## src/rtl/ysyx_23060171_pc_seq.sv

```systemverilog
// ---------------------------------------------------------------------------
// ysyx_23060171_pc_seq
// Owns the architectural PC and steps the multi-cycle FETCH -> WAIT_I -> EXEC
// loop. It issues a fetch request, waits for the IFU to return the
// instruction, then waits for the WBU commit, whose pcsrc selects the next PC.
// A watchdog on fetch latency halts the sequencer if the IFU stops answering.
//
// Optional feature: define PC_SEQ_ALIGN_CHECK_EN to redirect misaligned
// targets (bit[1] set) to trap_tgt and pulse the misalign output.
// ---------------------------------------------------------------------------
module ysyx_23060171_pc_seq #(
   parameter int unsigned          XLEN     = 32,
   parameter logic [XLEN-1:0]      RESET_PC = 32'h8000_0000,
   parameter int unsigned          TMO_W    = 8
) (
   input  logic            clock,
   input  logic            reset,
   output logic            fetch_valid,
   input  logic            fetch_ready,
   output logic [XLEN-1:0] pc,
   input  logic            inst_valid,
   output logic            exec_busy,
   input  logic            commit_valid,
   input  logic [1:0]      pcsrc,
   input  logic [XLEN-1:0] dnpc_tgt,
   input  logic [XLEN-1:0] jalr_tgt,
   input  logic [XLEN-1:0] trap_tgt,
   output logic            fetch_tmo,
   output logic            misalign
);

   typedef enum logic [1:0] {
      S_FETCH  = 2'd0,
      S_WAIT_I = 2'd1,
      S_EXEC   = 2'd2,
      S_HALT   = 2'd3
   } state_e;

   localparam logic [1:0] PCSRC_SNPC   = 2'b00;
   localparam logic [1:0] PCSRC_DNPC   = 2'b01;
   localparam logic [1:0] PCSRC_DNPC_R = 2'b10;
   localparam logic [1:0] PCSRC_TRAP   = 2'b11;

   state_e            state_q, state_d;
   logic [XLEN-1:0]   pc_q, pc_d;
   logic [TMO_W-1:0]  wdog_q, wdog_d;
   logic              tmo_q, tmo_d;
   // Low for the first cycle after reset release so fetch_valid starts late.
   logic              started_q, started_d;
`ifdef PC_SEQ_ALIGN_CHECK_EN
   logic              misalign_q, misalign_d;
   logic              tgt_bad;
`endif

   logic [XLEN-1:0]   sel_tgt;
   logic [XLEN-1:0]   next_pc;
   logic [TMO_W-1:0]  wdog_inc;
   logic              tmo_hit;
   logic              fetch_fire;
   logic              take_commit;

   assign fetch_fire  = started_q && (state_q == S_FETCH) && fetch_ready;
   assign take_commit = (state_q == S_EXEC) && commit_valid;
   assign wdog_inc    = wdog_q + TMO_W'(1);
   assign tmo_hit     = (wdog_inc == {TMO_W{1'b1}});

   // Next-PC selection from the commit's pcsrc, with optional alignment redirect.
   always_comb begin
      // NOTE: every combinational output gets a default first so no path can
      // leave it unassigned and infer a latch.
      sel_tgt = pc_q + XLEN'(4);
      unique case (pcsrc)
         PCSRC_SNPC:   sel_tgt = pc_q + XLEN'(4);
         PCSRC_DNPC:   sel_tgt = dnpc_tgt;
         PCSRC_DNPC_R: sel_tgt = {jalr_tgt[XLEN-1:1], 1'b0};
         PCSRC_TRAP:   sel_tgt = trap_tgt;
         default:      sel_tgt = pc_q + XLEN'(4);
      endcase
`ifdef PC_SEQ_ALIGN_CHECK_EN
      // Trap vectors come from the CSR unit and are trusted as is.
      tgt_bad = (pcsrc != PCSRC_TRAP) && sel_tgt[1];
      next_pc = tgt_bad ? trap_tgt : sel_tgt;
`else
      next_pc = sel_tgt;
`endif
   end

   // Next-state logic of the fetch/execute FSM.
   always_comb begin
      state_d = state_q;
      unique case (state_q)
         S_FETCH: begin
            if (tmo_hit)         state_d = S_HALT;
            else if (fetch_fire) state_d = S_WAIT_I;
         end
         S_WAIT_I: begin
            // inst_valid wins over both a late timeout and a stray commit.
            if (inst_valid)      state_d = S_EXEC;
            else if (tmo_hit)    state_d = S_HALT;
         end
         S_EXEC: begin
            if (commit_valid)    state_d = S_FETCH;
         end
         S_HALT:                 state_d = S_HALT;
         default:                state_d = S_FETCH;
      endcase
   end

   // Datapath next values: PC, watchdog, sticky timeout, start flag, misalign.
   always_comb begin
      started_d = 1'b1;
      pc_d      = take_commit ? next_pc : pc_q;
      tmo_d     = tmo_q || (state_d == S_HALT);
      wdog_d    = wdog_q;
      if (state_d == S_EXEC)
         wdog_d = '0;
      else if ((state_q == S_FETCH) || (state_q == S_WAIT_I))
         wdog_d = wdog_inc;
`ifdef PC_SEQ_ALIGN_CHECK_EN
      misalign_d = take_commit && tgt_bad;
`endif
   end

   // State and datapath registers; reset aborts any instruction in flight.
   always_ff @(posedge clock or posedge reset) begin
      if (reset) begin
         state_q    <= S_FETCH;
         pc_q       <= RESET_PC;
         wdog_q     <= '0;
         tmo_q      <= 1'b0;
         started_q  <= 1'b0;
`ifdef PC_SEQ_ALIGN_CHECK_EN
         misalign_q <= 1'b0;
`endif
      end else begin
         // NOTE: sequential state uses non-blocking assignments so every flop
         // samples its _d value from before the edge, independent of order.
         state_q    <= state_d;
         pc_q       <= pc_d;
         wdog_q     <= wdog_d;
         tmo_q      <= tmo_d;
         started_q  <= started_d;
`ifdef PC_SEQ_ALIGN_CHECK_EN
         misalign_q <= misalign_d;
`endif
      end
   end

   // Moore outputs decoded from the current state and registers.
   always_comb begin
      fetch_valid = started_q && (state_q == S_FETCH);
      exec_busy   = (state_q == S_EXEC);
      pc          = pc_q;
      fetch_tmo   = tmo_q;
`ifdef PC_SEQ_ALIGN_CHECK_EN
      misalign    = misalign_q;
`else
      misalign    = 1'b0;
`endif
   end

endmodule

```

## config.mk

```make
export PLATFORM = sky130hd
export DESIGN_NAME = ysyx_23060171_pc_seq
export DESIGN_NICKNAME = d
export VERILOG_FILES = /design/src/rtl/ysyx_23060171_pc_seq.sv
export SDC_FILE = /design/constraint.sdc
export NUM_CORES = 1
export LEC_CHECK = 0
export ABC_AREA = 1
export CAP_MARGIN = 20
export CELL_PAD_IN_SITES_DETAIL_PLACEMENT = 1
export CELL_PAD_IN_SITES_GLOBAL_PLACEMENT = 1
export CORE_UTILIZATION = 32
export DETAILED_ROUTE_END_ITERATION = 7
export PLACE_DENSITY = 0.92
export RECOVER_POWER = 50
export SETUP_SLACK_MARGIN = 0.1
export SYNTH_ARGS = -nofsm -noshare
export SYNTH_HDL_FRONTEND = slang
export SYNTH_SLANG_ARGS = --single-unit
```

## constraint.sdc

```tcl
create_clock -name clock -period 3.2 [get_ports clock]
set_input_delay 0.32 -clock clock [delete_from_list [all_inputs] [get_ports clock]]
set_output_delay 0.32 -clock clock [all_outputs]
set_load 0.02 [all_outputs]
```

==> results.json <==
{
  "grt_pass1_vias": 4494,
  "rsz0062_at_grt": "false",
  "place_congestion": 0.894,
  "worstMarginPinSlew_ns": 1.23,
  "max_freq_mhz": 415,
  "cp.required_ns": 3.38,
  "clk_pin_slew_ns": 0.09,
  "dr.first_iter.drc_count": 181,
  "core_area_sq_mm": 0.0105,
  "io_buffers": 136,
  "ys_ff_latch": 44,
  "power_density_mw_per_mm2": 240,
  "firstDrtPassIters": 4,
  "cp_max_fo": 28,
  "critPathLaunch": "state_q[1]",
  "rows": 37,
  "drive_above_1_share_pct": 4.25,
  "ios": 139,
  "synth_cell_types": 36,
  "final_cell_count_no_fill": 819,
  "clock_path_buffers": 2,
  "area_growth_pct": 45.3,
  "worst-endpoint-arrival_ns": 2.60,
  "utilization_pct": 48.6,
  "final_net_count": 788,
  "hold_class": "reg -> reg",
  "die_w_um": 107,
  "r2r_end": "pc[21]",
  "vdd_drop_max_v": 0.000162,
  "cts_max_level": 2,
  "cts_sinks": 44,
  "status": "finished clean",
  "setup_viol": 0,
  "leakage_nw": 2.36,
  "floorplan.initialDensity_pct": 33.4,
  "ctsHoldBuffers": 0,
  "detail-route-antenna-nets": 0,
  "slew_violations": 0,
  "root_buffer": "clkbuf_8",
  "yosys_warnings": 0,
  "dieArea_sq_mm": 0.0114,
  "remaining_drc_errors": 0,
  "hpwlAfterDp_um": 11300,
  "ff2ff_path_depth": 8,
  "placed_cells_incl_taps": 811,
  "drt_wl_total_um": 13800,
  "wl_per_cell_um": 16.8,
  "endpoint": "pc[21]",
  "slew-limit-headroom_pct": 17.8,
  "fin_crit_sh_pct": 75.4,
  "cap_violations": 0,
  "cp-end-kind": "flop",
  "syn-num-nets": 658,
  "worstReg2RegStart": "state_q[1]",
  "post_cts_resized": 0,
  "grt_pass1_wl_um": 22600,
  "r2r_slack_ns": 0.79,
  "fin_setup_tns_ns": 0,
  "post-route-min-period_ns": 2.41,
  "netlist_area_sq_mm": 0.00350,
  "syn_avg_cell_area_sq_um": 6.34,
  "postCtsSetupBuffers": 0,
  "clkLatencyLatePin_ns": 0.31,
  "start_kind": "flop",
  "num_vias": 4244,
  "antenna_cells": 0,
  "tritoncts": "built",
  "hold_viol_final": 0,
  "gr-usage-all-layers_pct": 25.5,
  "fp.dieH_um": 107,
  "fin_skew_ns": 0.00575,
  "grt_max_degree": 29,
  "antenna_found_initial": 0,
  "timing_worst_setup_path_type": "reg -> reg",
  "grt_overflow": 0,
  "viasPerCell": 5.18,
  "cts_buffers": 5,
  "synth-seq-area-share_pct": 31.5,
  "netlist_instances": 552
}
[power breakdown]
part           total, mW  internal [mW]  leakage, nW  switching, mW
Sequential         0.556          0.556        0.442       0.000132
Clock              0.458          0.236       0.0583          0.222
Combinational      0.205          0.126         1.86         0.0789
[cell type report]
type | instances | area, sq um
sequential | 44 | 1100
timing repair buffer | 142 | 1400
fill | 1391 | 5380
clock buffer | 5 | 68.8
inverter | 54 | 203
multi-input combinational | 435 | 2090
clock inverter | 3 | 47.5
tap | 136 | 170
[critical path: stages (launching register included)]
cell,delay [ns]
dfrtp_1,0.54
inv_2,0.18
nor2_4,0.15
nand2_4,0.23
inv_2,0.41
buf_4,0.28
nand2_1,0.07
a221oi_1,0.29
a21boi_1,0.13
[placed cells by master (no fill, tap or decap)]
| master | netlist | routed |
|---|---|---|
| clkdlybuf4s50_1 | 0 | 119 |
| a41oi_1 | 1 | 1 |
| o21a_1 | 1 | 1 |
| o21ai_0 | 24 | 24 |
| dfstp_2 | 1 | 1 |
| dlygate4sd3_1 | 0 | 17 |
| a22o_1 | 4 | 4 |
| conb_1 | 2 | 2 |
| dfrtp_1 | 43 | 43 |
| nor2_1 | 51 | 51 |
| a211oi_1 | 3 | 3 |
| a2bb2oi_1 | 2 | 2 |
| o21bai_1 | 3 | 3 |
| a21boi_0 | 3 | 3 |
| clkbuf_8 | 0 | 5 |
| clkinv_4 | 0 | 2 |
| nand3_2 | 2 | 2 |
| a31oi_1 | 3 | 3 |
| or2_2 | 3 | 3 |
| a21oi_1 | 9 | 9 |
| nand2_4 | 1 | 1 |
| nand4_1 | 8 | 8 |
| xor2_1 | 6 | 6 |
| clkbuf_1 | 8 | 1 |
| a21boi_1 | 14 | 14 |
| nor2_4 | 2 | 2 |
| inv_2 | 2 | 2 |
| nor2_2 | 4 | 4 |
| clkinv_1 | 0 | 1 |
| nand3_1 | 23 | 23 |
| bufinv_16 | 0 | 1 |
| inv_1 | 52 | 51 |
| nand2_2 | 2 | 1 |
| o2111ai_1 | 1 | 1 |
| nor3b_1 | 1 | 1 |
| a221oi_1 | 18 | 18 |
| nor3_1 | 18 | 18 |
| buf_4 | 2 | 5 |
| ha_1 | 3 | 3 |
| nand2_1 | 223 | 224 |
[synthesized netlist by cell type, drive strengths merged]
cell type / n / area [sq um]
a2bb2oi: 2 / 17.5
o21bai: 3 / 22.5
nand4: 8 / 50.1
a21boi: 17 / 128
a211oi: 3 / 22.5
dfrtp: 43 / 1080
buf: 11 / 72.6
conb: 2 / 7.51
a21oi: 9 / 45.0
nand3: 25 / 135
a22o: 4 / 35.0
o21a: 1 / 7.51
o21ai: 24 / 120
dfstp: 1 / 26.3
nand2: 226 / 861
ha: 3 / 37.5
o2111ai: 1 / 8.76
nor3b: 1 / 7.51
clkbuf: 8 / 30.0
a221oi: 18 / 158
nor2: 57 / 239
or2: 3 / 18.8
a41oi: 1 / 8.76
nor3: 18 / 90.1
xor2: 6 / 52.6
inv: 54 / 203
a31oi: 3 / 18.8
[registers in the layout (all words and copies together) (netlist names)]
| name | count |
|---|---|
| state_q | 2 |
| started_q | 1 |
| pc | 32 |
| fetch_tmo | 1 |
| wdog_q | 8 |
[logic make-up after synthesis]
family          synth area share (%)
buf+inv                         8.73
fa+ha+maj                       1.07
simple gates                    40.1
xor+xnor                        1.50
other cells                    0.215
flops                           31.5
compound gates                  16.9
[per-stage QoR]
step	hold WS (ns)	cell area (sq um)	worst slack [ns]	total power, mW
floorplan	0.476	3500	1.56	0.625
global placement	0.456	4970	0.872	0.769
detailed placement	0.478	4970	0.795	0.775
CTS	0.413	5090	0.785	1.23
global route	0.512	5080	0.557	1.27
finish	0.487	5080	0.788	1.22
[routing by layer]
metal | wire length (um) | track usage (%) | vias to the layer above
li1 | - | - | 2056
met1 | 5850 | 31.7 | 2045
met2 | 6950 | 46.2 | 123
met3 | 723 | 3.19 | 20
met4 | 266 | 6.65 | 0
met5 | 0 | 0 | -
[how the worst min path moves through the flow]
| stage | from | end | slack [ns] | cells after the start |
|---|---|---|---|---|
| 2_1_floorplan | trap_tgt[0] | pc[0] | 0.48 | 2 |
| 3_5_place_dp | fetch_tmo | fetch_tmo | 0.48 | 2 |
| 4_1_cts | reset | pc[22] | 0.41 | 2 |
| 5_1_grt | fetch_tmo | fetch_tmo | 0.51 | 2 |
| 3_3_place_gp | fetch_tmo | fetch_tmo | 0.46 | 2 |
| 6_report | fetch_tmo | fetch_tmo | 0.49 | 2 |
(Power assumes the default switching activity.)
